## src/rtl/lsu_ram_master.sv

```systemverilog
// Load/store initiator for a single-port byte-masked SRAM.
// Accepts one request at a time, drives one RAM access cycle, then holds the
// response (lane-extracted and extended load data, or an error) until taken.
module lsu_ram_master #(
   parameter int AW = 32,
   parameter int DW = 32,
   parameter int MW = 4
) (
   input  logic          clk,
   input  logic          rst,
   input  logic          req_valid,
   output logic          req_ready,
   input  logic          req_we,
   input  logic [1:0]    req_size,
   input  logic          req_unsigned,
   input  logic [AW-1:0] req_addr,
   input  logic [31:0]   req_wdata,
   output logic          rsp_valid,
   input  logic          rsp_ready,
   output logic [31:0]   rsp_rdata,
   output logic          rsp_err,
   output logic          ram_cs,
   output logic          ram_we,
   output logic [MW-1:0] ram_wem,
   output logic [AW-1:0] ram_addr,
   output logic [DW-1:0] ram_din,
   input  logic [DW-1:0] ram_dout
);

   typedef enum logic [1:0] {IDLE, ACCESS, RESP} state_t;

   state_t      state, state_nxt;
   logic        accept;
   logic        legal;
   logic [1:0]  lane;
   logic [1:0]  size_p0;
   logic        uns_p0;
   logic [1:0]  lane_p0;

   // Byte write-enable pattern for a store of the given size at the given lane.
   function automatic logic [MW-1:0] lane_mask(input logic [1:0] size, input logic [1:0] ln);
      case (size)
         2'b00:   lane_mask = MW'(4'b0001 << ln);
         2'b01:   lane_mask = MW'(4'b0011 << ln);
         default: lane_mask = MW'(4'b1111);
      endcase
   endfunction

   // Replicates right-aligned store data across all byte lanes it could occupy.
   function automatic logic [DW-1:0] lane_data(input logic [1:0] size, input logic [31:0] wd);
      case (size)
         2'b00:   lane_data = DW'({4{wd[7:0]}});
         2'b01:   lane_data = DW'({2{wd[15:0]}});
         default: lane_data = DW'(wd);
      endcase
   endfunction

   // Shifts the addressed lane down and sign- or zero-extends to 32 bits.
   function automatic logic [31:0] load_extract(input logic [1:0] size, input logic uns,
                                                input logic [1:0] ln, input logic [DW-1:0] dout);
      logic [31:0] d;
      d = 32'(dout) >> {ln, 3'b000};
      case (size)
         2'b00:   load_extract = {{24{~uns & d[7]}}, d[7:0]};
         2'b01:   load_extract = {{16{~uns & d[15]}}, d[15:0]};
         default: load_extract = d;
      endcase
   endfunction

   assign lane   = req_addr[1:0];
   assign accept = req_valid & req_ready;

   // Alignment/size legality of the presented request.
   always_comb begin
      legal = 1'b0;
      case (req_size)
         2'b00:   legal = 1'b1;
         2'b01:   legal = ~lane[0];
         2'b10:   legal = (lane == 2'b00);
         default: legal = 1'b0;
      endcase
   end

   // State register.
   always_ff @(posedge clk or posedge rst) begin
      if (rst) state <= IDLE;
      else     state <= state_nxt;
   end

   // Next-state and handshake outputs.
   always_comb begin
      state_nxt = state;
      req_ready = 1'b0;
      rsp_valid = 1'b0;
      case (state)
         IDLE: begin
            req_ready = 1'b1;
            if (req_valid) state_nxt = legal ? ACCESS : RESP;
         end
         ACCESS: state_nxt = RESP;
         RESP: begin
            rsp_valid = 1'b1;
            if (rsp_ready) state_nxt = IDLE;
         end
         default: state_nxt = IDLE;
      endcase
   end

   // RAM drive (live only during ACCESS) and held response fields.
   always_ff @(posedge clk or posedge rst) begin
      if (rst) begin
         ram_cs    <= 1'b0;
         ram_we    <= 1'b0;
         ram_wem   <= '0;
         ram_addr  <= '0;
         ram_din   <= '0;
         rsp_rdata <= '0;
         rsp_err   <= 1'b0;
      end else begin
         case (state)
            IDLE: begin
               if (accept) begin
                  rsp_rdata <= '0;
                  rsp_err   <= ~legal;
                  if (legal) begin
                     ram_cs   <= 1'b1;
                     ram_we   <= req_we;
                     ram_wem  <= req_we ? lane_mask(req_size, lane) : '0;
                     ram_addr <= {req_addr[AW-1:2], 2'b00};
                     ram_din  <= req_we ? lane_data(req_size, req_wdata) : '0;
                  end
               end
            end
            ACCESS: begin
               ram_cs   <= 1'b0;
               ram_we   <= 1'b0;
               ram_wem  <= '0;
               ram_addr <= '0;
               ram_din  <= '0;
               if (!ram_we) rsp_rdata <= load_extract(size_p0, uns_p0, lane_p0, ram_dout);
            end
            default: ;
         endcase
      end
   end

   // Load-extraction context captured at acceptance; requester may change fields afterwards.
   always_ff @(posedge clk) begin
      if (accept) begin
         size_p0 <= req_size;
         uns_p0  <= req_unsigned;
         lane_p0 <= lane;
      end
   end

endmodule

```

## config.mk

```make
export PLATFORM = sky130hd
export DESIGN_NAME = lsu_ram_master
export DESIGN_NICKNAME = d
export VERILOG_FILES = /design/src/rtl/lsu_ram_master.sv
export SDC_FILE = /design/constraint.sdc
export NUM_CORES = 1
export LEC_CHECK = 0
export ABC_AREA = 1
export CORE_ASPECT_RATIO = 1.25
export CORE_MARGIN = 3
export CORE_UTILIZATION = 45
export CTS_BUF_LIST = sky130_fd_sc_hd__clkbuf_4 sky130_fd_sc_hd__clkbuf_8
export DETAILED_ROUTE_END_ITERATION = 16
export GPL_TIMING_DRIVEN = 0
export PLACE_DENSITY = 0.88
export REMOVE_ABC_BUFFERS = 1
export SYNTH_ARGS = -nofsm -noshare
export SYNTH_HDL_FRONTEND = slang
export SYNTH_SLANG_ARGS = --single-unit
```

## constraint.sdc

```tcl
create_clock -name clk -period 4.3 [get_ports clk]
set_input_delay 0.43 -clock clk [delete_from_list [all_inputs] [get_ports clk]]
set_output_delay 0.43 -clock clk [all_outputs]
set_load 0.01 [all_outputs]
```

Word level (Yosys, flattened, before mapping)
Index checks and enable logic that the tools add are counted.
{"block": "totals", "out_inout_bits": 105, "regBits": 110, "inputBits": 104, "word_cells": 69}
{"block": "classes", "shift": 3, "bitwise": 6, "n_eq_ne": 10, "n_mux": 30, "n_reduce_logical": 9}
{"op": "one-hot mux 32 bit (2 select lines)", "count": 5}
{"op": "2-to-1 mux 32 bit", "count": 7}
{"op": "right shift 32 x 5 -> 32 bit", "count": 1}
{"op": "one-hot mux 4 bit (2 select lines)", "count": 2}
{"op": "2-to-1 mux 4 bit", "count": 3}
{"op": "inequality test 2 bit, second input constant", "count": 5}
{"op": "logical NOT 2 bit", "count": 4}
{"op": "== test 2 x 1 -> 1 bit, second input constant", "count": 3}
{"op": "2-to-1 mux 1 bit", "count": 6}
{"op": "2-to-1 mux 2 bit", "count": 3}
{"op": "one-hot mux 2 bit (3 select lines)", "count": 1}
{"op": "AND reduction 3 bit", "count": 2}
{"op": "== test 2 bit, second input constant", "count": 2}
{"op": "one-hot mux 1 bit (2 select lines)", "count": 2}
{"op": "AND reduction 2 bit", "count": 2}
{"op": "<< shifter 1 x 2 -> 4 bit, first input constant", "count": 1}
{"op": "<< shifter 2 x 2 -> 4 bit, first input constant", "count": 1}
{"op": "bitwise AND 1 bit", "count": 3}
{"op": "inverter 1 bit", "count": 3}
{"op": "one-hot mux 1 bit (3 select lines)", "count": 1}
{"op": "nonzero test 2 bit", "count": 1}

Depth between registers and ports, before layout
{"block": "logic_depth", "depth_word": 6, "ltp_mapped": 9, "mapped_depth_nobuf": 8}

Worst setup path after synthesis
Ideal clock, no wire load.
{"block": "synth_path", "path_type": "in2reg", "from": "input req_addr[1]", "to": "register ram_we", "required_ns": 4.180, "n_path_buf": 2, "t_arrival_ns": 1.218, "path_slack_ns": 2.962, "path_stages": 8, "setup_time_ns": 0.120, "path_cell_list": "o21ai_1 > nand3b_2 > nand2_2 > inv_2 > buf_4 > buf_6 > nand2_1 > nand2_1"}
{"block": "synth_between", "elab_chain_cells": 4}
{"element": "start: declaration", "line_no": "16", "rtl": "input logic [AW-1:0] req_addr,"}
{"element": "logical NOT 2 bit", "line_no": "79", "rtl": "2'b10: legal = (lane == 2'b00);"}
{"element": "one-hot mux 1 bit (3 select lines)", "line_no": "76", "rtl": "case (req_size)"}
{"element": "inequality test 2 bit (no line)"}
{"element": "AND reduction 3 bit (no line)"}
{"element": "end signal: assignment", "line_no": "127", "rtl": "ram_we <= req_we;"}
{"element": "end: declaration", "line_no": "23", "rtl": "output logic ram_we,"}
Every way passes these cells.
A chain may end at the register's enable or synchronous reset.

Final worst setup path
{"block": "layout_path", "from": "input req_size[1]", "to": "register ram_din[7]"}
{"block": "layout_between", "elab_chain_cells": 4, "word_cells_on_any_way": 6, "classes_between": "3 x eq/ne; 1 x mux; 2 x reduce/logical"}
{"element": "start: declaration", "line_no": "14", "rtl": "input logic [1:0] req_size,"}
{"element": "== test 2 bit (tied with other cells)", "line_no": "76"}
{"element": "one-hot mux 1 bit (3 select lines) *", "line_no": "76"}
{"element": "inequality test 2 bit (no line) *"}
{"element": "AND reduction 3 bit (no line) *"}
{"element": "end signal: assignment", "line_no": "130", "rtl": "ram_din <= req_we ? lane_data(req_size, req_wdata) : '0;"}
{"element": "end: declaration", "line_no": "26", "rtl": "output logic [DW-1:0] ram_din,"}
Every way passes the cells marked *; elsewhere a longest branch is shown, timed or not.

==> reports/metrics.csv <==
stage,metric,value,unit
finish,most-common-layout-cells,"309 x nand2_1, 206 x clkdlybuf4s50_1, 103 x dfrtp_1",
floorplan,die_area,0.0129,mm2
global_routing,antenna_found_initial,0,
timing,slew_viol_final,0,
synthesis,ys_warn_count,0,
clocking,cts_buffers,9,
detailed_routing,routed_via_density,5.05,
floorplan,chipHeight,126,um
detailed_routing,dr.pass1.iters,7,
timing,relSlewSlack,0.188,
global_routing,grtUsageTotal,0.235,
power_and_ir_drop,p_sw_frac,0.339,
power_and_ir_drop,combPwrFrac,0.394,
finish,final_common_cell,nand2_1,
timing,tightestPinTransition,1.22,ns
global_routing,top_usage_layer,met2,
global_routing,grt_pass1_vias,4836,
floorplan,start_util,0.465,
worst_setup_path,r2r_start,lane_p0[1]$_DFFE_PP_,
power_and_ir_drop,cellLeakagePower,3.59,nW
hold_path,hold-path-endpoint,ram_addr[9]$_DFFE_PP0P_,
hold_path,min_from,ram_addr[9]$_DFFE_PP0P_,
hold_path,worstHoldPathType,reg -> reg,
timing,hold_violations,0,
detailed_routing,drt-initial-drc-count,246,
timing,setup_violations,0,
clocking,htree_levels,3,
clocking,cts_max_path_buffers,2,
finish,post-route-util,0.662,
clocking,cts_root_buf,clkbuf_8,
flow_run,cap_violations,0,
clocking,cts_setup_buffers,0,
global_routing,use_met1,0.291,
synthesis,ys_seq_area_frac,0.524,
worst_setup_path,crit_fanout,29,
finish,nets,948,
floorplan,top_level_ports,209,
worst_setup_path,cp.arrival,3.06,ns
floorplan,row_count,43,
timing,min_period,2.87,ns
power_and_ir_drop,power.net_switching,1.14,mW
worst_setup_path,cp_data_required_time,4.49,ns
detailed_routing,via_count,4970,
timing,skew,0.00726,ns
clocking,clock_sinks,108,
worst_setup_path,r2r_setup_slack,1.83,ns
placement,port_buffers,206,
power_and_ir_drop,power_frac_seq,0.433,
finish,layout-drive-gt1-share,0.0518,
clocking,insertion_delay,0.36,ns
synthesis,synthesis.area,0.00521,mm2
timing,final.setup.worst_slack,1.43,ns
timing,rsz0062_at_grt,false,
worst_setup_path,r2r_cells,6,
floorplan,core-area,0.0112,mm2
finish,syn_to_final_growth,42.3,%
detailed_routing,drt-total-wl,15.1,mm
floorplan,die_x,102,um
power_and_ir_drop,clkPwrFrac,0.173,
global_routing,met2_usage,0.386,
synthesis,ys_ff_latch,108,
finish,insertedDiodeCount,0,
global_routing,grt_util_met3,0.0659,
clocking,ctsResizeCount,0,
synthesis,yosysUniqueCellTypes,28,
power_and_ir_drop,p_int,2.22,mW
worst_setup_path,r2r_end,rsp_rdata[17]$_DFFE_PP0P_,
power_and_ir_drop,pwr_density_cell,453,mW/mm2
power_and_ir_drop,ir_drop,0.266,mV
placement,dp_hpwl,10.6,mm
outcome,status,"complete, no violations",
timing,period_share,0.667,
global_routing,grt_pass1_wl,24.0,mm
worst_setup_path,setup.worst_path.end_class,flop,
detailed_routing,postRouteAntennaNets,0,
global_routing,gr-total-overflow,0,
worst_setup_path,crit_type,in -> reg,
hold_path,whs_path_depth,2,
placement,place_congestion,0.839,
synthesis,synth_cells,662,
global_routing,grt_max_degree,68,
worst_setup_path,startpoint_type,input port,
synthesis,avgSynthCellArea,7.86,um2
clocking,cts-hold-fix-buffers,0,
clocking,path_clk_slew,0.09,ns
worst_setup_path,cp-startpoint,req_size[1],
clocking,cts_tree,built,
timing,tns,0,ns
detailed_routing,drcViolationCount,0,
placement,pre_cts_slack,1.03,ns
timing,fmax,349,MHz
detailed_routing,wl_per_cell,15.3,um
cells in the mapped netlist (all sizes together):
library cell  instances  share of area
inv                  31          0.022
conb                  1        0.00072
a21oi                29          0.028
dfrtp               103           0.50
o211ai                7          0.010
nand3                36          0.039
buf                  28          0.040
nand3b                1         0.0022
nand2               312           0.23
nor2                 34          0.028
o21ai                61          0.067
clkinv                2         0.0017
o31ai                 1         0.0014
o22ai                 1         0.0012
clkbuf                9         0.0067
edfxtp                5          0.029
nor3                  1         0.0019
flip-flops by register name (all words and copies together) (netlist names):
signal and flops:
ram_cs 1, ram_wem 4, ram_we 1, rsp_rdata 32, uns_p0 1, state 2
ram_addr 30, ram_din 32, size_p0 2, rsp_err 1, lane_p0 2
layer usage:
layer  up-vias  routed length (um)  part of all wire
met5         -                   0                 0
met4         0                 498             0.033
met3        34                1220             0.081
met2       193                7260              0.48
met1      2302                6090              0.40
li1       2441                   -                 -
power by group through the flow:
stage               sequential [mW]  clock (mW)  combinational, mW
finish                         1.45       0.580               1.32
floorplan                      1.58           0              0.411
global placement               1.46           0               1.31
global route                   1.49       0.636               1.44
CTS                            1.45       0.599               1.34
detailed placement             1.47           0               1.33
logic make-up after synthesis:
group,count (synthesis),share of synthesized area
other,1,0.000720
AOI/OAI and AO/OA,99,0.107
DFF,108,0.524
and+or+nand+nor,384,0.298
buffers and inverters,70,0.0704
metrics by stage:
step	power, mW	area (um2)	hold slack (ns)	cells
after floorplan	1.99	4970	0.509	626
after global routing	3.57	7410	0.493	984
after detailed placement	2.80	7230	0.458	968
after global placement	2.77	7200	0.452	967
final	3.36	7410	0.476	984
after CTS	3.39	7410	0.482	984
layout make-up:
type	count	area, um2
Tap cell	135	169
Clock inverter	4	25.0
Fill cell	913	3780
Clock buffer	12	153
Timing Repair Buffer	207	2090
Multi-Input combinational cell	485	2120
Sequential cell	108	2730
Inverter	33	128
worst max-delay path by stage:
stage	endpoint	slack [ns]	depth (start not counted)
floorplan	ram_addr[10]$_DFFE_PP0P_	1.17	1
global placement	ram_din[3]$_DFFE_PP0P_	-0.48	2
detailed placement	ram_din[4]$_DFFE_PP0P_	1.03	6
CTS	ram_addr[15]$_DFFE_PP0P_	1.41	6
global route	ram_din[0]$_DFFE_PP0P_	1.22	6
finish	ram_din[7]$_DFFE_PP0P_	1.43	6
worst max-delay path, stage by stage:
cell and delay (ns):
clkdlybuf4s50_1 1.07, o21ai_1 0.23, nand3b_2 0.18, nand2_2 0.07, nand2_1 0.85, o21ai_0 0.20
No activity file was read; power rests on OpenSTA's default activity.
